### config.mk
export PLATFORM = sky130hd
export DESIGN_NAME = num_entry_ctrl
export DESIGN_NICKNAME = d
export VERILOG_FILES = /design/src/rtl/num_entry_ctrl.sv
export SDC_FILE = /design/constraint.sdc
export NUM_CORES = 1
export LEC_CHECK = 0
export BUFFER_PORTS_ARGS = -buffer_cell sky130_fd_sc_hd__buf_2
export CAP_MARGIN = 20
export CORE_MARGIN = 4
export CORE_UTILIZATION = 45
export CTS_CLUSTER_DIAMETER = 80
export DETAILED_ROUTE_END_ITERATION = 12
export MAX_ROUTING_LAYER = met4
export PLACE_DENSITY = 0.76
export SYNTH_ARGS = -nofsm -noshare
export SYNTH_HDL_FRONTEND = slang
export SYNTH_SLANG_ARGS = --single-unit
### constraint.sdc
create_clock -name clk -period 4.9 [get_ports clk]
set_clock_uncertainty 0.1 [all_clocks]
set_input_delay 0.245 -clock clk [delete_from_list [all_inputs] [get_ports clk]]
set_output_delay 0.245 -clock clk [all_outputs]
set_load 0.03 [all_outputs]
### src/rtl/num_entry_ctrl.sv
// Three-digit keypad entry controller: edge-detected key presses edit a
// cursor-selected BCD digit, OK confirms the value and holds it until ack.
module num_entry_ctrl #(
    parameter logic [3:0] KEY_NEXT  = 4'd12,
    parameter logic [3:0] KEY_DEL   = 4'd13,
    parameter logic [3:0] KEY_OK    = 4'd14,
    parameter logic [3:0] KEY_NONE  = 4'd15,
    parameter int         BLINK_DIV = 25_000_000
) (
    input  logic       clk,
    input  logic       rst,
    input  logic       en,
    input  logic [3:0] key,
    input  logic       ack,
    output logic [3:0] d2,
    output logic [3:0] d1,
    output logic [3:0] d0,
    output logic [1:0] pos,
    output logic [9:0] value,
    output logic       done,
    output logic       cursor_vis,
    output logic       err
);

    localparam int CNT_W = (BLINK_DIV > 1) ? $clog2(BLINK_DIV) : 1;
    localparam logic [CNT_W-1:0] CNT_MAX = CNT_W'(BLINK_DIV - 1);

    typedef enum logic [1:0] {
        IDLE  = 2'd0,
        ENTER = 2'd1,
        HOLD  = 2'd2
    } state_t;

    function automatic logic [9:0] digits_to_bin(input logic [3:0] h,
                                                 input logic [3:0] t,
                                                 input logic [3:0] u);
        return 10'(h) * 10'd100 + 10'(t) * 10'd10 + 10'(u);
    endfunction

    state_t           state_q, state_d;
    logic [3:0]       key_q;
    logic [3:0]       d2_q, d2_d, d1_q, d1_d, d0_q, d0_d;
    logic [1:0]       pos_q, pos_d;
    logic [9:0]       value_q, value_d;
    logic             done_q, done_d;
    logic             err_q, err_d;
    logic             vis_q, vis_d;
    logic [CNT_W-1:0] cnt_q, cnt_d;
    logic             press_s;
    logic             restart_s;
    logic             wr_en_s;
    logic [3:0]       wr_val_s;

    // Next-state logic: en=0 overrides everything, then per-state key handling.
    always_comb begin
        press_s   = (key != KEY_NONE) && (key_q == KEY_NONE);
        state_d   = state_q;
        d2_d      = d2_q;
        d1_d      = d1_q;
        d0_d      = d0_q;
        pos_d     = pos_q;
        err_d     = 1'b0;
        restart_s = 1'b0;
        wr_en_s   = 1'b0;
        wr_val_s  = 4'd0;

        if (!en) begin
            state_d = IDLE;
        end else begin
            case (state_q)
                IDLE: begin
                    state_d = ENTER;
                    d2_d    = 4'd0;
                    d1_d    = 4'd0;
                    d0_d    = 4'd0;
                    pos_d   = 2'd0;
                end
                ENTER: begin
                    if (press_s) begin
                        if (key == KEY_NEXT) begin
                            pos_d     = (pos_q == 2'd2) ? 2'd0 : pos_q + 2'd1;
                            restart_s = 1'b1;
                        end else if (key == KEY_DEL) begin
                            wr_en_s   = 1'b1;
                            wr_val_s  = 4'd0;
                            pos_d     = (pos_q == 2'd0) ? 2'd0 : pos_q - 2'd1;
                            restart_s = 1'b1;
                        end else if (key == KEY_OK) begin
                            state_d = HOLD;
                        end else if (key <= 4'd9) begin
                            wr_en_s   = 1'b1;
                            wr_val_s  = key;
                            restart_s = 1'b1;
                        end else begin
                            err_d = 1'b1;
                        end
                    end else begin
                        state_d = ENTER;
                    end
                end
                HOLD: begin
                    if (ack) begin
                        state_d = ENTER;
                        d2_d    = 4'd0;
                        d1_d    = 4'd0;
                        d0_d    = 4'd0;
                        pos_d   = 2'd0;
                    end else begin
                        state_d = HOLD;
                    end
                end
                default: state_d = IDLE;
            endcase
        end

        if (wr_en_s) begin
            case (pos_q)
                2'd0:    d2_d = wr_val_s;
                2'd1:    d1_d = wr_val_s;
                default: d0_d = wr_val_s;
            endcase
        end else begin
            wr_val_s = 4'd0;
        end

        // The cursor stays solid outside ENTER and restarts its phase on any edit.
        if ((state_q != ENTER) || (state_d != ENTER) || restart_s) begin
            cnt_d = '0;
            vis_d = 1'b1;
        end else if (cnt_q == CNT_MAX) begin
            cnt_d = '0;
            vis_d = ~vis_q;
        end else begin
            cnt_d = cnt_q + CNT_W'(1'b1);
            vis_d = vis_q;
        end

        done_d  = (state_d == HOLD);
        value_d = digits_to_bin(d2_q, d1_q, d0_q);
    end

    // State and output registers with asynchronous reset.
    always_ff @(posedge clk or posedge rst) begin
        if (rst) begin
            state_q <= IDLE;
            key_q   <= KEY_NONE;
            d2_q    <= 4'd0;
            d1_q    <= 4'd0;
            d0_q    <= 4'd0;
            pos_q   <= 2'd0;
            value_q <= 10'd0;
            done_q  <= 1'b0;
            err_q   <= 1'b0;
            vis_q   <= 1'b1;
            cnt_q   <= '0;
        end else begin
            state_q <= state_d;
            key_q   <= key;
            d2_q    <= d2_d;
            d1_q    <= d1_d;
            d0_q    <= d0_d;
            pos_q   <= pos_d;
            value_q <= value_d;
            done_q  <= done_d;
            err_q   <= err_d;
            vis_q   <= vis_d;
            cnt_q   <= cnt_d;
        end
    end

    assign d2         = d2_q;
    assign d1         = d1_q;
    assign d0         = d0_q;
    assign pos        = pos_q;
    assign value      = value_q;
    assign done       = done_q;
    assign err        = err_q;
    assign cursor_vis = vis_q;

endmodule

==> reports/metrics.cfg, run 1 <==
[clocking]
worstSkewPairLatency_ns=0.34
cts_root_buffer=clkbuf_8
cts_sinks=58
clkSlewWorstSetupHoldPaths_ns=0.07
post_cts_resize_count=0
clock_path_buffers=2
h-tree-depth=3
cts-buffers-inserted=9
cts_setup_buffers=0
cts_tree=yes

[die]
coreArea_mm2=0.00721
ios=35
dieArea_mm2=0.00880
die_w_um=93.8
die_y_um=93.8
num_rows=31
initial_utilization_pct=45.9

[grt]
busiest_layer=met2
grt_overflow_total=0
use_met2_pct=26.3
use_met3_pct=3.85
first_global_vias=2448
grt_start_max_net_pins=59
grtUsageTotal_pct=16.6
use_met1_pct=20.6
antenna_found_initial=0
grt_first_pass_wirelength_um=11300

[final_layout]
stdcell_count=458
area_growth_pct=15.7
nNetsFinal=391
fin_area_mm2=0.00383
final_util_pct=53.1
n_antenna_cell=0
drive_gt1_share_pct=17.8
fillers=674

[sta]
fin_hold_ws_ns=-0.00408
min_period_ns=3.09
tightest_slew_ns=0.720
setup-tns-final_ns=0
setup_viol=0
hold_violations=10
grt_setup_unrepaired=false
slew_violations=0
max_freq_mhz=324
maxSlewHeadroom_pct=52.0
fin_crit_sh_pct=63.0

[detailed_routing]
drtIter0Drc=133
wirelength_um=6590
wire_per_inst_um=14.4
drc=0
ant_nets=0
viasPerCell=5.39
vias=2470
first_pass_iters=4

[synthesis]
synth_xor_area_share_pct=5.02
synth.area.top_cells=dfrtp_1 40%, ha_1 9.1%, dfstp_2 4.0%
avgSynthCellArea_um2=10.5
synth_fa_ha_area_share_pct=12.1
synth_ff_type=dfrtp_1
yosysTopAreaCellShare_pct=40.0
synth-async-reset-ratio_pct=100
yosys-top-cells-count=53 x dfrtp_1, 25 x nand2_1, 24 x ha_1
syn_nets=353
yosys_warnings=0
synth-edff-count=0
synth_compound_area_share_pct=9.94
yosysSeqAreaShare_pct=44.0
synthCells=316
synth_mux_area_share_pct=3.63
synth_simple_gate_area_share_pct=20.9
syn_area_mm2=0.00331
synth.most_common_cell=dfrtp_1
ys_types=47
synth_top_family_by_area=simple AND/OR/NAND/NOR gates
yosysTopAreaCell=dfrtp_1
ys_ff_latch=58

[worst_setup_path]
crit_arrival_ns=3.25
end_kind=flip-flop
critical_path_class=reg -> reg
cpMaxStageDelayCell=dfrtp_1
cp_max_fo=6
crit_top_cell=ha_1
cp.required_ns=5.06
cp-start-kind=flip-flop
crit_chain=ha_1 -> ha_1 -> fa_1 -> xor2_1 -> ha_1 -> ha_1 -> nand3_1 -> o211ai_1 -> o41ai_1 -> xnor2_1
critPathMaxStageDelay_ns=0.43

[power]
cellPowerDensity_mw_per_mm2=269
vdd_ir_drop_max_mv=0.207
power_leakage_nw=1.85

[placement]
place_area_mm2=0.00355
dp_hpwl_um=4550
port_buffers=34
place_congestion=0.798
dp_cells=437

[outcome]
violations=negative hold slack
run_status=finished with violations

[min_path]
hp-class=in -> async

[run]
drv_cap=0

## path summary, 6_finish.rpt
| kind | startpoint | end | slack (ns) | cells past startpoint |
|---|---|---|---|---|
| setup / recovery | d1[1] | value[9] | 1.81 | 10 |
| hold / removal | rst | value[3] | -0.004 | 3 |
| setup reg to reg | d1[1] | value[9] | 1.81 | 10 |
| hold reg to reg | cnt_q[0] | cnt_q[0] | 0.37 | 1 |
| max in group asynchronous | rst | cnt_q[14] | 4.22 | 3 |
| min in group clk | en | done | 0.09 | 2 |
## timing repair
action / 4_1_cts / 5_1_grt
endpoints found under the setup margin: 0 / 0
endpoints found under the hold margin: 4 / 0
hold buffers: 4 / 0
## routing by layer
metal  vias to the layer above  wire (um)
met5                         -          0
met4                         0        107
met3                        11        256
met2                        44       3170
met1                      1185       3050
li1                       1230          -
## layout by cell type (no fill, tap or decap), drive strengths merged, types with 2 or more instances in the layout
cell	instances
dfrtp	53
buf	37
nand2	25
ha	24
inv	19
nor3	16
nand3	15
a211oi	13
mux2i	12
xor2	11
o21ai	10
clkbuf	10
nand4	10
or4	9
xnor2	8
o31ai	8
nor2b	7
nor2	7
or3	6
fa	5
dfstp	5
and3	4
and4	4
dlygate4sd3	4
a21oi	3
o21bai	3
clkinv	3
o21a	2
o211ai	2
nand2b	2
nand3b	2
nand4bb	2
and2	2
nor4	2
bufinv	2
## sequential cells by signal, indices dropped and copies added, names as in the netlist
name        cells
cnt_q          25
cursor_vis      1
d0              4
d1              4
d2              4
done            1
err             1
key_q           4
pos             2
state_q         2
value          10
## cell type report
cell class | instances | area, um2 | area share (%)
timing repair buffer | 41 | 240 | 6.27
clock buffer | 10 | 138 | 3.59
clock inverter | 6 | 90.1 | 2.35
tap | 99 | 124 | 3.23
sequential | 58 | 1460 | 38.0
inverter | 19 | 71.3 | 1.86
multi-input combinational | 225 | 1710 | 44.6
## metrics by stage
step	hold slack, ns	power, mW	setup WS (ns)
after global placement	0.305	0.531	1.93
final	-0.00408	1.03	1.81
after floorplan	0.149	0.519	1.87
after global routing	0.0557	1.07	1.67
after CTS	0.0264	1.04	1.82
after detailed placement	0.305	0.532	1.86
## critical path: cells and delay by family, from the launching register on
family | cells | cell delay, ns
xor gates and xnor gates | 2 | 0.31
adders and majority gates | 5 | 1.58
AOI/OAI and AO/OA | 2 | 0.45
and+or+nand+nor | 1 | 0.13
DFF | 1 | 0.43
## logic make-up (layout without fill, tap and decap cells)
group           count (synthesis)  in the layout
compound gates                 46             46
xor+xnor                       19             19
fa+ha+maj                      29             29
buf+inv                        33             76
flops                          58             58
mux                            12             12
simple gates                  119            119
## report_power, final
| group | total, mW | internal [mW] | switching [mW] | leakage, nW |
|---|---|---|---|---|
| registers | 0.487 | 0.484 | 0.00262 | 0.789 |
| clock network | 0.503 | 0.301 | 0.202 | 0.112 |
| logic | 0.0405 | 0.0126 | 0.0279 | 0.945 |
Power figures use the tool's default switching activity.
==> run 2: changes to the inputs <==
- PLACE_DENSITY: 0.76 -> 0.78
- clock period: 4.9 -> 2.5 ns (I/O delays scaled with it)
==> run 2 against run 1 <==
Net effect:
- the run ends with negative setup slack left
- core utilization increased by 5.1 points
- sequential cell count unchanged
- first-iteration DRC count fell by 9.0%
- clock-buffer cell count unchanged
- critical path type unchanged
- register-to-register slack lost 2.1 ns
- largest cell class unchanged
- maximum frequency up 10%
- setup slack worse by 2.1 ns
==> reports/metrics.cfg, run 2 (synthesis results as in run 1) <==
[outcome]
run_status=finished with violations
violations=negative setup slack

[clocking]
cts_tree=yes
cts-buffers-inserted=9  ; unchanged
cts_sinks=58  ; unchanged
h-tree-depth=3  ; unchanged
clock_path_buffers=2  ; unchanged
clkSlewWorstSetupHoldPaths_ns=0.07  ; about the same
cts_root_buffer=clkbuf_8
worstSkewPairLatency_ns=0.34  ; about the same

[power]
power_leakage_nw=1.94  ; +4.9%
vdd_ir_drop_max_mv=0.369  ; +78%
p_int_mw=1.63  ; +100%
finalPower_mw=2.08  ; +100%
switching_share_pct=21.5  ; -1.1 points
power_switching_mw=0.446  ; +92%
pwr-share-clk_pct=50.2  ; +1.4 points
cellPowerDensity_mw_per_mm2=496  ; +84%
power_frac_seq_pct=45.8  ; -1.4 points
p_comb_share_pct=4.0  ; about the same

[worst_setup_path]
reg2reg_from=d1[3]
regToRegSetupSlack_ns=-0.30  ; -2.11 ns
critical_path_class=reg -> reg
endpoint=value[9]
cp-start-kind=flip-flop
crit_arrival_ns=2.94  ; -0.31 ns
end_kind=flip-flop
cp.required_ns=2.64  ; -2.42 ns
reg2regPathDepth=10  ; unchanged
critPathLaunch=d1[3]
cp_max_fo=4  ; -2
r2r_end=value[9]

[final_layout]
fin_area_mm2=0.00420  ; +9.5%
regMostFlops=cnt_q
nNetsFinal=414  ; +5.9%
multi_input_area_mm2=0.00188  ; +10%
fillers=618  ; -8.3%
final_cell_mix=46 x dfrtp_1, 34 x buf_2, 25 x nand2_1
layout_commonest_cell=dfrtp_1
area_growth_pct=26.7
regArea_mm2=0.00147  ; +0.60%
largest_register_ffs=25  ; unchanged
final_util_pct=58.2  ; +5.1 points
stdcell_count=481  ; +5.0%
drive_gt1_share_pct=29.6  ; +12 points
n_antenna_cell=0  ; unchanged

[detailed_routing]
drtIter0Drc=121  ; -9.0%
viasPerCell=5.45  ; +1.0%
ant_nets=0  ; unchanged
vias=2620  ; +6.1%
wire_per_inst_um=15.0  ; +4.6%
wirelength_um=7240  ; +9.9%
drc=0  ; unchanged
first_pass_iters=5  ; +1

[placement]
dp_cells=458  ; +4.8%
place_area_mm2=0.00384  ; +8.4%
place_congestion=0.842  ; +5.5%
port_buffers=34  ; unchanged
dp_hpwl_um=5050  ; +11%

[die]
coreArea_mm2=0.00721  ; unchanged
initial_utilization_pct=45.9  ; unchanged
num_rows=31  ; unchanged
die_w_um=93.8  ; unchanged
ios=35  ; unchanged
die_y_um=93.8  ; unchanged
dieArea_mm2=0.00880  ; unchanged

[sta]
slew_violations=0  ; unchanged
setup_viol=4  ; +4
maxSlewHeadroom_pct=58.0  ; +6.0 points
fin_crit_sh_pct=112  ; +49 points
tightest_slew_ns=0.628  ; -0.0923 ns
min_period_ns=2.80  ; -0.293 ns
max_freq_mhz=358  ; +10%
hold_violations=0  ; -10
timing.final.ws_setup_ns=-0.296  ; -2.11 ns
grt_setup_unrepaired=true

[grt]
grtUsageTotal_pct=18.5  ; +1.9 points
first_global_vias=2616  ; +6.9%
antenna_found_initial=0  ; unchanged
grt_start_max_net_pins=32  ; -46%
grt_first_pass_wirelength_um=12400  ; +10%
grt_overflow_total=0  ; unchanged

[run]
drv_cap=0  ; unchanged

[min_path]
hp-class=in -> reg

-- run 2: cell count changes in the layout (fill, tap and decap cells not counted), sizes merged --
cell         previous run  this run
clkinvlp                1         0
dlygate4sd3             4         6
buf                    37        58
bufinv                  2         3
-- run 2: worst max-delay path: stages, from the launching register on --
cell and delay, ns:
dfrtp_2 0.43, ha_4 0.25, ha_4 0.16, fa_2 0.34, xor2_1 0.15, ha_1 0.31, ha_4 0.31, nand3_2 0.08
o211ai_1 0.26, o41ai_2 0.10, xnor2_1 0.21
-- run 2: metal layers --
layer | wire, um | vias to the layer above | global-route usage (%)
met3 | 288 | 22 | 4.09
li1 | - | 1279 | -
met2 | 3530 | 63 | 28.1
met4 | 195 | 0 | 7.46
met1 | 3220 | 1256 | 24.1
met5 | 0 | - | -
-- run 2: layout make-up --
class	count	area share, %
inverters	19	1.76
repair buffers	64	9.96
flip-flops and latches	58	34.9
multi-input cells	225	44.8
well taps	99	2.95
clock inverters	6	2.50
clock buffers	10	3.04
-- run 2: stage by stage --
stage | setup TNS, ns | setup slack (ns) | hold slack, ns
after floorplan | -0.560 | -0.240 | 0.0295
after global placement | -0.459 | -0.177 | 0.136
after detailed placement | -0.605 | -0.246 | 0.136
after CTS | -0.555 | -0.256 | 0.179
after global routing | -0.956 | -0.387 | 0.209
final | -0.628 | -0.296 | 0.179
-- run 2: what timing repair did --
action / in CTS / in global routing
hold endpoints to repair: 35 / 0
setup endpoints to repair: 4 / 4
cloned: 0 / 0
buffers inserted: 1 / 0
hold buffers: 6 / 0
pin swaps: 10 / 9
gates resized for setup: 4 / 5
-- run 2: worst min-delay path by stage --
stage	from	to	cells past startpoint
finish	ack	state_q[1]	4
global route	ack	state_q[1]	4
CTS	ack	state_q[1]	4
detailed placement	rst	value[3]	2
global placement	rst	value[1]	2
floorplan	key[0]	key_q[0]	0
-- run 2: power groups by stage --
| stage | Clock [mW] | Sequential (mW) | Combinational, mW |
|---|---|---|---|
| finish | 1.04 | 0.953 | 0.0827 |
| global route | 1.11 | 0.953 | 0.0956 |
| CTS | 1.06 | 0.953 | 0.0841 |
| detailed placement | 0 | 0.970 | 0.0767 |
| global placement | 0 | 0.970 | 0.0742 |
| floorplan | 0 | 0.971 | 0.0455 |
